**config.mk**
```make
export PLATFORM = sky130hd
export DESIGN_NAME = even_fwd_wb
export DESIGN_NICKNAME = d
export VERILOG_FILES = /design/src/rtl/spu_pkg.sv /design/src/rtl/even_fwd_wb_fwd_select.sv /design/src/rtl/even_fwd_wb.sv
export SDC_FILE = /design/constraint.sdc
export NUM_CORES = 2
export LEC_CHECK = 0
export ABC_AREA = 1
export CAP_MARGIN = 10
export CORE_AREA = 10 10 512 514
export DETAILED_ROUTE_END_ITERATION = 8
export DIE_AREA = 0 0 522 524
export GPL_ROUTABILITY_DRIVEN = 0
export GPL_TIMING_DRIVEN = 0
export SLEW_MARGIN = 5
export SYNTH_ARGS = -nofsm -noshare
export SYNTH_HDL_FRONTEND = slang
export SYNTH_SLANG_ARGS = --single-unit
```
**constraint.sdc**
```tcl
create_clock -name clk -period 6.5 [get_ports clk]
set_input_delay 1.95 -clock clk [delete_from_list [all_inputs] [get_ports clk]]
set_output_delay 1.95 -clock clk [all_outputs]
set_load 0.005 [all_outputs]
```
**src/rtl/spu_pkg.sv**
```systemverilog
// ---------------------------------------------------------------------------
// spu_pkg
// Shared types and constants for the even-pipe writeback / forwarding logic.
//   REG_W       : register width in bits
//   REG_ADDR_W  : register address width (128 registers)
//   wb_entry_t  : one in-flight result (data, destination, write enable)
// Bit ordering follows the pipeline's big-endian convention: bit 0 is MSB.
// ---------------------------------------------------------------------------
package spu_pkg;

    localparam int REG_W      = 128;
    localparam int REG_ADDR_W = 7;

    typedef struct packed {
        logic [0:REG_W-1]      data;
        logic [0:REG_ADDR_W-1] addr;
        logic                  we;
    } wb_entry_t;

    // Value a delay-line slot holds after reset: commits nothing, forwards nothing.
    localparam wb_entry_t WB_ENTRY_IDLE = '0;

    // True when an in-flight entry produces the register being read.
    function automatic logic entry_hits(input wb_entry_t e,
                                        input logic [0:REG_ADDR_W-1] a);
        return e.we && (e.addr == a);
    endfunction

endpackage

```
**src/rtl/even_fwd_wb_fwd_select.sv**
```systemverilog
// ---------------------------------------------------------------------------
// fwd_select
// Picks the value for one source operand from the in-flight result list.
//   i_addr    : operand source register address
//   i_rf_data : raw RegTable read data for that address
//   i_cand    : candidates, index 0 = highest priority (youngest)
//   o_data    : forwarded operand value (combinational)
// The first candidate that is valid and matches the address wins; with no
// match the RegTable value passes through unchanged.
// ---------------------------------------------------------------------------
module fwd_select
    import spu_pkg::*;
#(
    parameter int NUM_CAND = 6
) (
    input  logic [0:REG_ADDR_W-1]      i_addr,
    input  logic [0:REG_W-1]           i_rf_data,
    input  wb_entry_t [0:NUM_CAND-1]   i_cand,
    output logic [0:REG_W-1]           o_data
);

    // Scan from oldest to youngest so a later (younger) hit overrides an
    // earlier one; this gives "first match in priority order" without a
    // separate found flag.
    always_comb begin
        o_data = i_rf_data;
        for (int i = NUM_CAND - 1; i >= 0; i--) begin
            if (entry_hits(i_cand[i], i_addr)) begin
                o_data = i_cand[i].data;
            end
        end
    end

endmodule

```
**src/rtl/even_fwd_wb.sv**
```systemverilog
// ---------------------------------------------------------------------------
// even_fwd_wb
// Writeback and forwarding stage after the single-precision execution unit.
// Two result lanes per cycle (A = FP7 integer, older; B = FP6, younger) run
// through a WB_DEPTH-stage delay line and then commit to the RegTable via two
// write ports. Every in-flight result is forwarded to the ra/rb/rc operands
// of the instruction currently in RF/FWD.
//
// Ports
//   clk, reset                    : clock, synchronous active-high reset
//   rt_wb/rt_addr_wb/reg_write_wb : lane B result, destination, valid
//   rt_int/rt_addr_int/reg_write_int : lane A result, destination, valid
//   ra/rb/rc_addr, ra/rb/rc_rf    : operand addresses and raw RegTable data
//   ra, rb, rc                    : forwarded operands (combinational)
//   rf_we/addr/data_a, _b         : RegTable write ports (registered)
//
// DATA_W and ADDR_W must match REG_W / REG_ADDR_W in spu_pkg; the delay-line
// entries are built from that package type.
// ---------------------------------------------------------------------------
module even_fwd_wb
    import spu_pkg::*;
#(
    parameter int WB_DEPTH = 2,          // 1..7
    parameter int DATA_W   = REG_W,
    parameter int ADDR_W   = REG_ADDR_W
) (
    input  logic              clk,
    input  logic              reset,
    // lane B (FP6, younger)
    input  logic [0:DATA_W-1] rt_wb,
    input  logic [0:ADDR_W-1] rt_addr_wb,
    input  logic              reg_write_wb,
    // lane A (FP7 integer, older)
    input  logic [0:DATA_W-1] rt_int,
    input  logic [0:ADDR_W-1] rt_addr_int,
    input  logic              reg_write_int,
    // operand sources of the instruction in RF/FWD
    input  logic [0:ADDR_W-1] ra_addr,
    input  logic [0:ADDR_W-1] rb_addr,
    input  logic [0:ADDR_W-1] rc_addr,
    input  logic [0:DATA_W-1] ra_rf,
    input  logic [0:DATA_W-1] rb_rf,
    input  logic [0:DATA_W-1] rc_rf,
    output logic [0:DATA_W-1] ra,
    output logic [0:DATA_W-1] rb,
    output logic [0:DATA_W-1] rc,
    // RegTable write ports
    output logic              rf_we_a,
    output logic              rf_we_b,
    output logic [0:ADDR_W-1] rf_addr_a,
    output logic [0:ADDR_W-1] rf_addr_b,
    output logic [0:DATA_W-1] rf_data_a,
    output logic [0:DATA_W-1] rf_data_b
);

    // Input lanes plus both lanes of every delay-line stage.
    localparam int NUM_CAND = 2 * WB_DEPTH + 2;
    localparam int NUM_OPS  = 3;

    // -----------------------------------------------------------------------
    // Capture
    // -----------------------------------------------------------------------
    logic      w_collide;
    wb_entry_t w_in_a;
    wb_entry_t w_in_b;

    // Both lanes targeting the same register in the same cycle: the younger
    // lane B must be the architectural winner, so lane A is squashed before
    // it ever enters the delay line and never reaches the write port.
    assign w_collide = reg_write_int && reg_write_wb && (rt_addr_int == rt_addr_wb);

    always_comb begin
        w_in_a      = WB_ENTRY_IDLE;
        w_in_a.data = rt_int;
        w_in_a.addr = rt_addr_int;
        w_in_a.we   = reg_write_int && !w_collide;

        w_in_b      = WB_ENTRY_IDLE;
        w_in_b.data = rt_wb;
        w_in_b.addr = rt_addr_wb;
        w_in_b.we   = reg_write_wb;
    end

    // -----------------------------------------------------------------------
    // Delay line
    // -----------------------------------------------------------------------
    wb_entry_t r_stage_a [WB_DEPTH];
    wb_entry_t r_stage_b [WB_DEPTH];

    always_ff @(posedge clk) begin
        if (reset) begin
            // Every in-flight result is dropped; nothing reaches the RegTable.
            for (int i = 0; i < WB_DEPTH; i++) begin
                r_stage_a[i] <= WB_ENTRY_IDLE;
                r_stage_b[i] <= WB_ENTRY_IDLE;
            end
        end else begin
            r_stage_a[0] <= w_in_a;
            r_stage_b[0] <= w_in_b;
            for (int i = 1; i < WB_DEPTH; i++) begin
                r_stage_a[i] <= r_stage_a[i-1];
                r_stage_b[i] <= r_stage_b[i-1];
            end
        end
    end

    // -----------------------------------------------------------------------
    // Commit: write ports come straight from the last stage's registers.
    // -----------------------------------------------------------------------
    assign rf_we_a   = r_stage_a[WB_DEPTH-1].we;
    assign rf_addr_a = r_stage_a[WB_DEPTH-1].addr;
    assign rf_data_a = r_stage_a[WB_DEPTH-1].data;

    assign rf_we_b   = r_stage_b[WB_DEPTH-1].we;
    assign rf_addr_b = r_stage_b[WB_DEPTH-1].addr;
    assign rf_data_b = r_stage_b[WB_DEPTH-1].data;

    // -----------------------------------------------------------------------
    // Forwarding candidates, youngest first. Within a stage lane B precedes
    // lane A. The last stage stays in the list because the RegTable returns
    // the old value when read and written in the same cycle.
    // -----------------------------------------------------------------------
    wb_entry_t [0:NUM_CAND-1] w_cand;

    always_comb begin
        w_cand    = '0;
        w_cand[0] = w_in_b;
        w_cand[1] = w_in_a;
        for (int i = 0; i < WB_DEPTH; i++) begin
            w_cand[2 + 2*i] = r_stage_b[i];
            w_cand[3 + 2*i] = r_stage_a[i];
        end
    end

    // -----------------------------------------------------------------------
    // One selector per operand; they share the candidate list.
    // -----------------------------------------------------------------------
    logic [0:ADDR_W-1] w_op_addr [NUM_OPS];
    logic [0:DATA_W-1] w_op_rf   [NUM_OPS];
    logic [0:DATA_W-1] w_op_out  [NUM_OPS];

    assign w_op_addr[0] = ra_addr;
    assign w_op_addr[1] = rb_addr;
    assign w_op_addr[2] = rc_addr;
    assign w_op_rf[0]   = ra_rf;
    assign w_op_rf[1]   = rb_rf;
    assign w_op_rf[2]   = rc_rf;

    generate
        for (genvar gi = 0; gi < NUM_OPS; gi++) begin : g_fwd
            fwd_select #(
                .NUM_CAND (NUM_CAND)
            ) u_fwd_select (
                .i_addr    (w_op_addr[gi]),
                .i_rf_data (w_op_rf[gi]),
                .i_cand    (w_cand),
                .o_data    (w_op_out[gi])
            );
        end
    endgenerate

    assign ra = w_op_out[0];
    assign rb = w_op_out[1];
    assign rc = w_op_out[2];

endmodule
```
After elaboration in Yosys (flattened, before gate mapping)
Memory sizes are Yosys's and may differ from the RTL's.
Index checks and enable logic that the tools add are counted.

cells by class
  equality and inequality tests = 19
  mux-type cells = 25
  bitwise gates (word level) = 4
  reductions and logical operators = 22

operators by type and width
  kind               number
  $mux 128           18
  $mux 136           4
  $eq 7x7->1         19
  $logic_and 1x1->1  21
  $or 1x1->1         4
  $mux 1             3
  $logic_not 1->1    1

word-level totals
  register bits = 0
  RAM bits = 544
  input port bits = 679
  memories = 2

memory list
  name       depth  bits a word  read ports  clocked after memory_dff  wr ports  RTL line           source
  r_stage_a  2      136          2           0                         2         even_fwd_wb.sv:87  wb_entry_t r_stage_a [WB_DEPTH];
  r_stage_b  2      136          2           0                         2         even_fwd_wb.sv:88  wb_entry_t r_stage_b [WB_DEPTH];

Logic depth before layout (Yosys ltp)
  word-level depth = 8
  mapped depth = 17
  gate-level depth less buffers = 14

Hierarchy
A second synthesis with hierarchy kept.

second synthesis, totals
  cell total of the unflattened synthesis = 9939
  area, all modules = 52744.3 um2

modules (own cells, without submodules)
  module       instances  cells each  area each (um2)  seq. area each (um2)
  fwd_select   3          2649        11727.5          0.0
  even_fwd_wb  1          1992        17561.8          10890.4

Worst setup path after synthesis
No wires, ideal clock.

  path kind = input-to-output
  start point = in rb_addr[6] (netlist bit)
  end point = out rb[100] (netlist bit)
  arrival = 3337 ps
  slack = 1213 ps
  stages = 12
  buffers on the path = 3
  path through = buf_2 > inv_2 > a21oi_1 > o211ai_1 > nor3_2 > buf_2 > clkbuf_1 > a21oi_1 > nand2_1 > nand2_1 > nand2_1 > nand2_1

between the ends
  cells in the longest elaborated chain, start to end = 8
  elaborated cells between the ends (all ways) = 18
  those cells by class = eq/ne: 6; mux: 6; reduce/logical: 6

RTL lines
  item                   RTL line                      source
  start, declared        even_fwd_wb.sv:39             input logic [0:ADDR_W-1] rb_addr,
  $eq 7x7->1             spu_pkg.sv:26                 return e.we && (e.addr == a);
  $logic_and 1x1->1      spu_pkg.sv:26
  $mux 128 (5 in a row)  even_fwd_wb_fwd_select.sv:28  if (entry_hits(i_cand[i], i_addr)) begin
  $mux 128 (*)           even_fwd_wb_fwd_select.sv:28
  end, declared          even_fwd_wb.sv:45             output logic [0:DATA_W-1] rb,

Mark *: on every way between the ends. The rest lies on a longest branch, timed or not.

Final worst setup path
  start point = in ra_addr[1] (netlist bit)
  end point = out ra[69] (netlist bit)

between the ends
  cells in the longest elaborated chain, start to end = 8
  elaborated cells between the ends (all ways) = 18
  those cells by class = eq/ne: 6; mux: 6; reduce/logical: 6

RTL lines
  item                   RTL line                      source
  start, declared        even_fwd_wb.sv:38             input logic [0:ADDR_W-1] ra_addr,
  $eq 7x7->1             spu_pkg.sv:26
  $logic_and 1x1->1      spu_pkg.sv:26
  $mux 128 (5 in a row)  even_fwd_wb_fwd_select.sv:28
  $mux 128 (*)           even_fwd_wb_fwd_select.sv:28
  end, declared          even_fwd_wb.sv:44             output logic [0:DATA_W-1] ra,

Marks and branches as above.

==> summary by stage <==
STA
The worst-case clock skew is between 0.04 and 0.05 ns. The final setup violation count is 5. The minimum period implied by the final worst setup slack is 6.51 ns.

The worst hold slack is 0.428 ns. At the pin with the least slew margin, the transition time is between 1 and 1.5 ns. The share of the clock period used by the worst path is 100%. Setup repair after global routing could not meet its margin everywhere.

Derived from the worst setup path, the maximum achievable clock frequency is 0.154 GHz. After routing, the total negative slack on setup checks comes to -0.0414 ns. The final-report max-slew violation count was 0. The final number of hold-violating endpoints came to 0. Across all setup checks in the final design, the least slack found is -0.0120 ns. The remaining max-slew budget at the tightest pin is a little under a quarter.

Synthesis
The count of synthesis-stage warnings from yosys is 0. The synthesized netlist cell count is 9651. The flip-flop and latch count after synthesis is approximately 540. For this run, the register share of the synthesized area comes to 22.0%. For this run, asynchronously set or reset flops after synthesis account for 0%.

The fraction of post-synthesis cell area in the top cell type by area is about a quarter. The post-synthesis cell area is approximately 0.050 mm^2. Counting every net in the synthesized netlist gives around 10000. In this run the mean area of a mapped cell was slightly above 5 um^2. The post-synthesis cell type with the largest combined area is sky130_fd_sc_hd__nand2_1. Among all cell types in the netlist, the one instantiated most often is sky130_fd_sc_hd__nand2_1.

In this run, distinct cell masters in the synthesized netlist total 31. The commonest register cell after synthesis is sky130_fd_sc_hd__dfxtp_1. Sorting the synthesized cells by how often they occur yields sky130_fd_sc_hd__nand2_1, sky130_fd_sc_hd__nand3_1, sky130_fd_sc_hd__nor2_1.

Ranked by total cell area, the synthesized netlist is headed by sky130_fd_sc_hd__nand2_1, sky130_fd_sc_hd__dfxtp_1, sky130_fd_sc_hd__nand3_1. In this run, synthesis inferred 0 flip-flops with an integrated enable.

Worst setup path
STA classifies the critical path startpoint as an input pin. The critical path endpoint category is a primary output. By startpoint and endpoint, the worst setup path is classified as input pin to primary output. The maximum net fanout on the critical path is 13. For the worst setup path, the data arrival time is roughly 4.6 ns. STA puts the critical path data required time at 4.55 ns.

Clocking
The clock net in this run drives a total of ~540 sinks. Clock tree synthesis inserted a total of 75 buffers. Clock latency on the worst-skew pair, taken at its later pin, is around 0.73 ns.

CTS placed an instance of sky130_fd_sc_hd__clkbuf_16 at the clock tree root. TritonCTS built the clock tree. The clock passes through at most 3 buffers. In this run the number of H-tree levels came out at 3. The clock-pin slew on the worst setup and hold paths is around 0.060 ns.

Routing
In the final routed layout, each cell accounts on average for slightly below 30 um. The average via count per standard cell is 4.79. Once detail routing completed, the nets flagged for antenna violations numbered 0. The aggregate routed wire length is around 430000 um. After detailed routing, the number of remaining DRC violations is 0. After the first detailed-routing iteration, the DRC count stood at between 10000 and 15000. The total via count in the routed design is slightly above 70000. The first detailed-routing pass took 9 iterations.

Job
The tool flagged a number of max-cap violations equal to 0.

GRT
The global-route wire length before repair is 546000 um. Global routing consumed, over all layers together, between 20 and 30% of the routing resources. The total grt overflow is 0. The via count of the first global-routing pass came to 62700. The number of antenna violations at the first check in global routing came to 218. Entering global routing, the biggest net connects 13 pins.

Placement
Before CTS, the worst setup slack after placement is -2.02 ns. In this run the tool buffered the top-level ports with ~1300 buffer cells. The post-DP HPWL is 334000 um.

Finish
The layout overhead on the synthesized area is 49.3%. After the last flow step, the layout net total stands at 11800. Measured on the finished design, the core utilization comes to between 20% and 30%. In the final layout, the share of cells above drive strength 1 is 11.9%.

Status
The final reports fail on setup timing. The flow ran to the end, but the final reports show violations.

Power and ir drop
The maximum ir drop on the vdd rail is 0.000188 V. For this design the ratio of total power to cell area is approximately 150 mW/mm^2. The leakage power is 39.0 nW.

Floorplan
The vertical extent of the die is roughly 520 um. around 1300 I/O pins were placed. The effective utilization at floorplan is roughly 20%.

The floorplan step defined a die boundary enclosing about 0.27 mm^2. The floorplan step defined a core boundary enclosing around 0.25 mm^2. The die boundary width is 522 um. The initialized floorplan defines between 150 and 200 standard-cell rows.

Worst hold path
The worst hold path belongs to the class flop to flop.
[cells in the final DEF (no fill, tap or decap), types with 9 or more instances in the layout]
cell and instances:
sky130_fd_sc_hd__nand3_1 1556, sky130_fd_sc_hd__clkbuf_1 83, sky130_fd_sc_hd__nor2_4 13, sky130_fd_sc_hd__clkbuf_16 94, sky130_fd_sc_hd__clkdlybuf4s15_2 17, sky130_fd_sc_hd__diode_2 161, sky130_fd_sc_hd__xor2_1 18, sky130_fd_sc_hd__clkinv_1 93
sky130_fd_sc_hd__inv_1 1290, sky130_fd_sc_hd__dfxtp_1 544, sky130_fd_sc_hd__buf_6 54, sky130_fd_sc_hd__clkdlybuf4s50_1 1089, sky130_fd_sc_hd__dlymetal6s2s_1 62, sky130_fd_sc_hd__clkbuf_4 75, sky130_fd_sc_hd__buf_12 68, sky130_fd_sc_hd__clkbuf_8 27
sky130_fd_sc_hd__a21oi_1 398, sky130_fd_sc_hd__buf_2 210, sky130_fd_sc_hd__bufinv_16 12, sky130_fd_sc_hd__clkinv_2 11, sky130_fd_sc_hd__buf_8 13, sky130_fd_sc_hd__inv_2 107, sky130_fd_sc_hd__dlygate4sd2_1 90, sky130_fd_sc_hd__xnor2_1 33
sky130_fd_sc_hd__buf_4 408, sky130_fd_sc_hd__clkbuf_2 107, sky130_fd_sc_hd__nand4_1 13, sky130_fd_sc_hd__buf_16 28, sky130_fd_sc_hd__nor2_1 1336, sky130_fd_sc_hd__o22ai_1 9, sky130_fd_sc_hd__nand2_1 3208, sky130_fd_sc_hd__nand2_2 36
[worst paths after layout]
path | from | end | slack [ns] | cells after the start
worst min register to register | r_stage_b[0][83]$_SDFF_PP0_ | r_stage_b[0][219]$_SDFF_PP0_ | 0.43 | 2
worst max-delay path | ra_addr[1] | ra[69] | -0.01 | 16
worst max register to register | r_stage_a[0][6]$_SDFF_PP0_ | r_stage_a[0][142]$_SDFF_PP0_ | 5.80 | 2
worst min-delay path | r_stage_b[0][83]$_SDFF_PP0_ | r_stage_b[0][219]$_SDFF_PP0_ | 0.43 | 2
[stage by stage]
stage	cells	area (um^2)	power, mW
final	14700	73900	11.2
after global routing	14600	73700	11.5
after CTS	14500	72500	11.1
after detailed placement	14300	67200	6.49
after global placement	14300	66800	6.48
after floorplan	9651	49500	4.65
[final cells by class]
type                       instances  area [um^2]
clock inverter                    36          553
clock buffer                      98         2070
timing repair buffer            1410        14800
fill                           28400       177000
inverter                        1496         5630
buffer                           931         7110
antenna                          161          403
tap                             3348         4190
multi-input combinational       6668        28200
sequential                       544        10900
[sequential cells by signal, indices dropped and copies added, names as in the netlist]
signal,flops
r_stage_a,272
r_stage_b,272
[routing by layer]
metal  global-route usage, %  vias up  wire length, um
li1                        -    31900                -
met1                    35.6    31700           164000
met2                    38.3     5482           161000
met3                    15.3     1139            69300
met4                    19.3      100            31800
met5                   0.173        -              770
[report_power, final]
part           leakage (nW)  total [mW]  internal, mW  switching (mW)
registers              4.50        3.67          3.50           0.171
clock network          1.29        4.65          2.73            1.91
logic                  33.2        2.87          1.18            1.69
total                  39.0        11.2          7.40            3.78
[logic make-up after synthesis]
| kind of cell | count (synthesis) | synth area share [%] |
|---|---|---|
| and+or+nand+nor | 6194 | 51.1 |
| AOI/OAI and AO/OA | 423 | 4.33 |
| xor gates and xnor gates | 51 | 0.902 |
| DFF | 544 | 22.0 |
| buffers and inverters | 2439 | 21.7 |
[critical path: stages]
cell and delay [ns]:
sky130_fd_sc_hd__buf_8 0.13, sky130_fd_sc_hd__clkinvlp_4 0.11, sky130_fd_sc_hd__buf_4 0.13, sky130_fd_sc_hd__nand2_1 0.07
sky130_fd_sc_hd__a21oi_2 0.12, sky130_fd_sc_hd__nand2_1 0.09, sky130_fd_sc_hd__nor2_4 0.26, sky130_fd_sc_hd__buf_4 0.18
sky130_fd_sc_hd__buf_12 0.25, sky130_fd_sc_hd__buf_4 0.26, sky130_fd_sc_hd__a21oi_1 0.09, sky130_fd_sc_hd__nand2_1 0.13
sky130_fd_sc_hd__nand2_1 0.07, sky130_fd_sc_hd__nand2_1 0.05, sky130_fd_sc_hd__nand2_1 0.06, sky130_fd_sc_hd__clkdlybuf4s50_1 0.50
[timing repair]
item	4_1_cts	5_1_grt
cloned	12	9
buffers inserted	42	22
pin swaps	22	13
resized for setup	908	393
hold buffers	0	0
setup endpoints to repair	384	340
No activity file was read; power rests on OpenSTA's default activity.
==> variant, RTL diff (same settings) <==
Register the output `rf_addr_a`; this adds one clock of latency there. The other outputs are not delayed to match.
--- a/src/rtl/even_fwd_wb.sv
+++ b/src/rtl/even_fwd_wb.sv
@@ -108,7 +108,9 @@
     // Commit: write ports come straight from the last stage's registers.
     // -----------------------------------------------------------------------
     assign rf_we_a   = r_stage_a[WB_DEPTH-1].we;
-    assign rf_addr_a = r_stage_a[WB_DEPTH-1].addr;
+    always_ff @(posedge clk) begin
+        rf_addr_a <= r_stage_a[WB_DEPTH-1].addr;
+    end
     assign rf_data_a = r_stage_a[WB_DEPTH-1].data;
 
     assign rf_we_b   = r_stage_b[WB_DEPTH-1].we;
Check against the original RTL: not equivalent (Yosys sat finds a counterexample within 4 cycles, from zero or initial values).
==> variant against the original RTL <==
The flow finishes with violations (design-rule violations, negative setup slack). First-iteration DRC count shrank 6.1%. Total power grew 0.65%. Register-to-register slack barely moved. Hold slack better by 0.017 ns. Final area barely moved. Worst setup slack got worse by 0.050 ns. Synthesized cell count is the same. Wire length fell by 1.0%. Combinational power about the same. Sequential cell count increased by 7. Synthesized area up 0.15%. Sequential power rose by 1%. Largest cell class unchanged.
==> variant: results (changes against the original RTL) <==
stage;metric;value;unit;change
status;outcome;complete, but fails checks;;
status;violated checks;design-rule violations, negative setup slack;;
setup_path;Worst R2R Setup Slack;5.79;ns;about the same
synthesis;Synth top cells by count;3250 x nand2_1, 1562 x nand3_1, 1355 x nor2_1;;
place;DP Area;67300;sq um;+0.10%
sta;Final Setup Violations;3;;-2
routing;DRC viols;4;;+4
routing;M1 WL;162000;microns;-1.1%
final_layout;fraction of layout cells with a size suffix above 1;12.2;%;+0.29 points
sta;Worst-Margin Slew;0.984;ns;-0.161 ns
global_route;met3 usage;15.6;%;+0.30 points
setup_path;crit path launch;ra_addr[6];;
routing;Total Wirelength;423000;microns;-1.0%
clock_network;clk buf depth;3;;unchanged
place;Inst Count DP;14325;;unchanged
place;HPWL after detailed placement;336000;microns;+0.66%
global_route;pin count of the biggest net entering global routing;20;;+7
sta;final setup margin;-0.0617;ns;-0.0497 ns
global_route;first-pass GRT wire length;540000;microns;-1.1%
clock_network;Inserted Clock Buffers;78;;+4.0%
setup_path;maximum fanout along the worst path;10;;-3
final_layout;Largest regs;r_stage_a: 272 flops, r_stage_b: 272 flops, rf_addr_a: 7 flops;;
clock_network;Clock Pin Slew Worst Setup and Hold Paths;0.06;ns;about the same
clock_network;CTS resizes;1070;;+18%
setup_path;Worst Setup EP;ra[2];;
routing;vias per cell;4.75;;-0.81%
clock_network;postcts setup bufs;37;;-12%
global_route;GRT met1 Usage;34.7;%;-0.84 points
setup_path;CP arrival;4.61;ns;+0.05 ns
global_route;gr usage total;28.7;%;-0.21 points
routing;initial DRC count;9585;;-6.1%
synthesis;Avg Cell Area, Syn;5.14;sq um;+0.15%
synthesis;top cells by area, synth;nand2_1 25%, dfxtp_1 22%, nand3_1 16%, nor2_1 10%, inv_1 9.9%;;
power;static leakage;39.1;nW;+0.12%
final_layout;Layout Nets;11824;;+0.16%
setup_path;r2r startpoint;r_stage_a[0][142];;
setup_path;reg2reg end;rf_addr_a[1];;
global_route;antenna violations before repair;196;;-10%
synthesis;Netlist cell types;29;;-6.5%
global_route;M2 GR Usage;38.0;%;-0.27 points
routing;WL met2;156000;microns;-3.0%
sta;clock skew;0.0204;ns;-0.0260 ns
routing;DR WL/cell;28.8;microns;-1.0%
synthesis;sequential-to-total area share from yosys stat;22.2;%;+0.25 points
setup_path;slowest stage delay, CP;0.62;ns;+0.12 ns
power;worst vdd ir;0.162;mV;-14%
[variant: cell count changes after synthesis, sizes merged]
cell	delta
buf	+10
dfxtp	+7
clkbuf	-17
[variant: power breakdown]
part           internal (mW)  total, mW  switching [mW]
clock                   2.67       4.66            2.00
combinational           1.16       2.88            1.73
sequential              3.54       3.71           0.166
total                   7.37       11.3            3.89
[variant: area by class of cell]
type / count / area [sq um]
Antenna cell: 133 / 333
Buffer: 928 / 7140
Clock buffer: 105 / 2180
Clock inverter: 38 / 510
Fill cell: 28357 / 177000
Inverter: 1496 / 5640
Multi-Input combinational cell: 6668 / 28200
Sequential cell: 551 / 11000
Tap cell: 3348 / 4190
Timing Repair Buffer: 1422 / 14600
[variant: logic make-up after synthesis]
logic type / Yosys count / share of synthesized area, %
flip-flops: 551 / 22.2
buffers and inverters: 2432 / 21.5
AND/OR/NAND/NOR: 6194 / 51.0
AO/OA/AOI/OAI: 423 / 4.32
XOR/XNOR: 51 / 0.901
[variant: worst min path at each step]
| stage | start | to | slack [ns] |
|---|---|---|---|
| 2_1_floorplan | r_stage_a[0][140] | rf_addr_a[3] | 0.38 |
| 3_3_place_gp | r_stage_b[0][13] | r_stage_b[0][149] | 0.44 |
| 3_5_place_dp | r_stage_a[0][140] | rf_addr_a[3] | 0.44 |
| 4_1_cts | r_stage_b[0][130] | r_stage_b[0][266] | 0.45 |
| 5_1_grt | r_stage_b[0][48] | r_stage_b[0][184] | 0.47 |
| 6_report | r_stage_b[0][130] | r_stage_b[0][266] | 0.44 |
[variant: stage by stage]
step / setup WS [ns] / TNS, ns
global route: -0.102 / -0.240
floorplan: 1.21 / 0
detailed placement: -1.94 / -538.56
finish: -0.0617 / -0.0884
global placement: -2.77 / -779.39
CTS: 0.000728 / 0
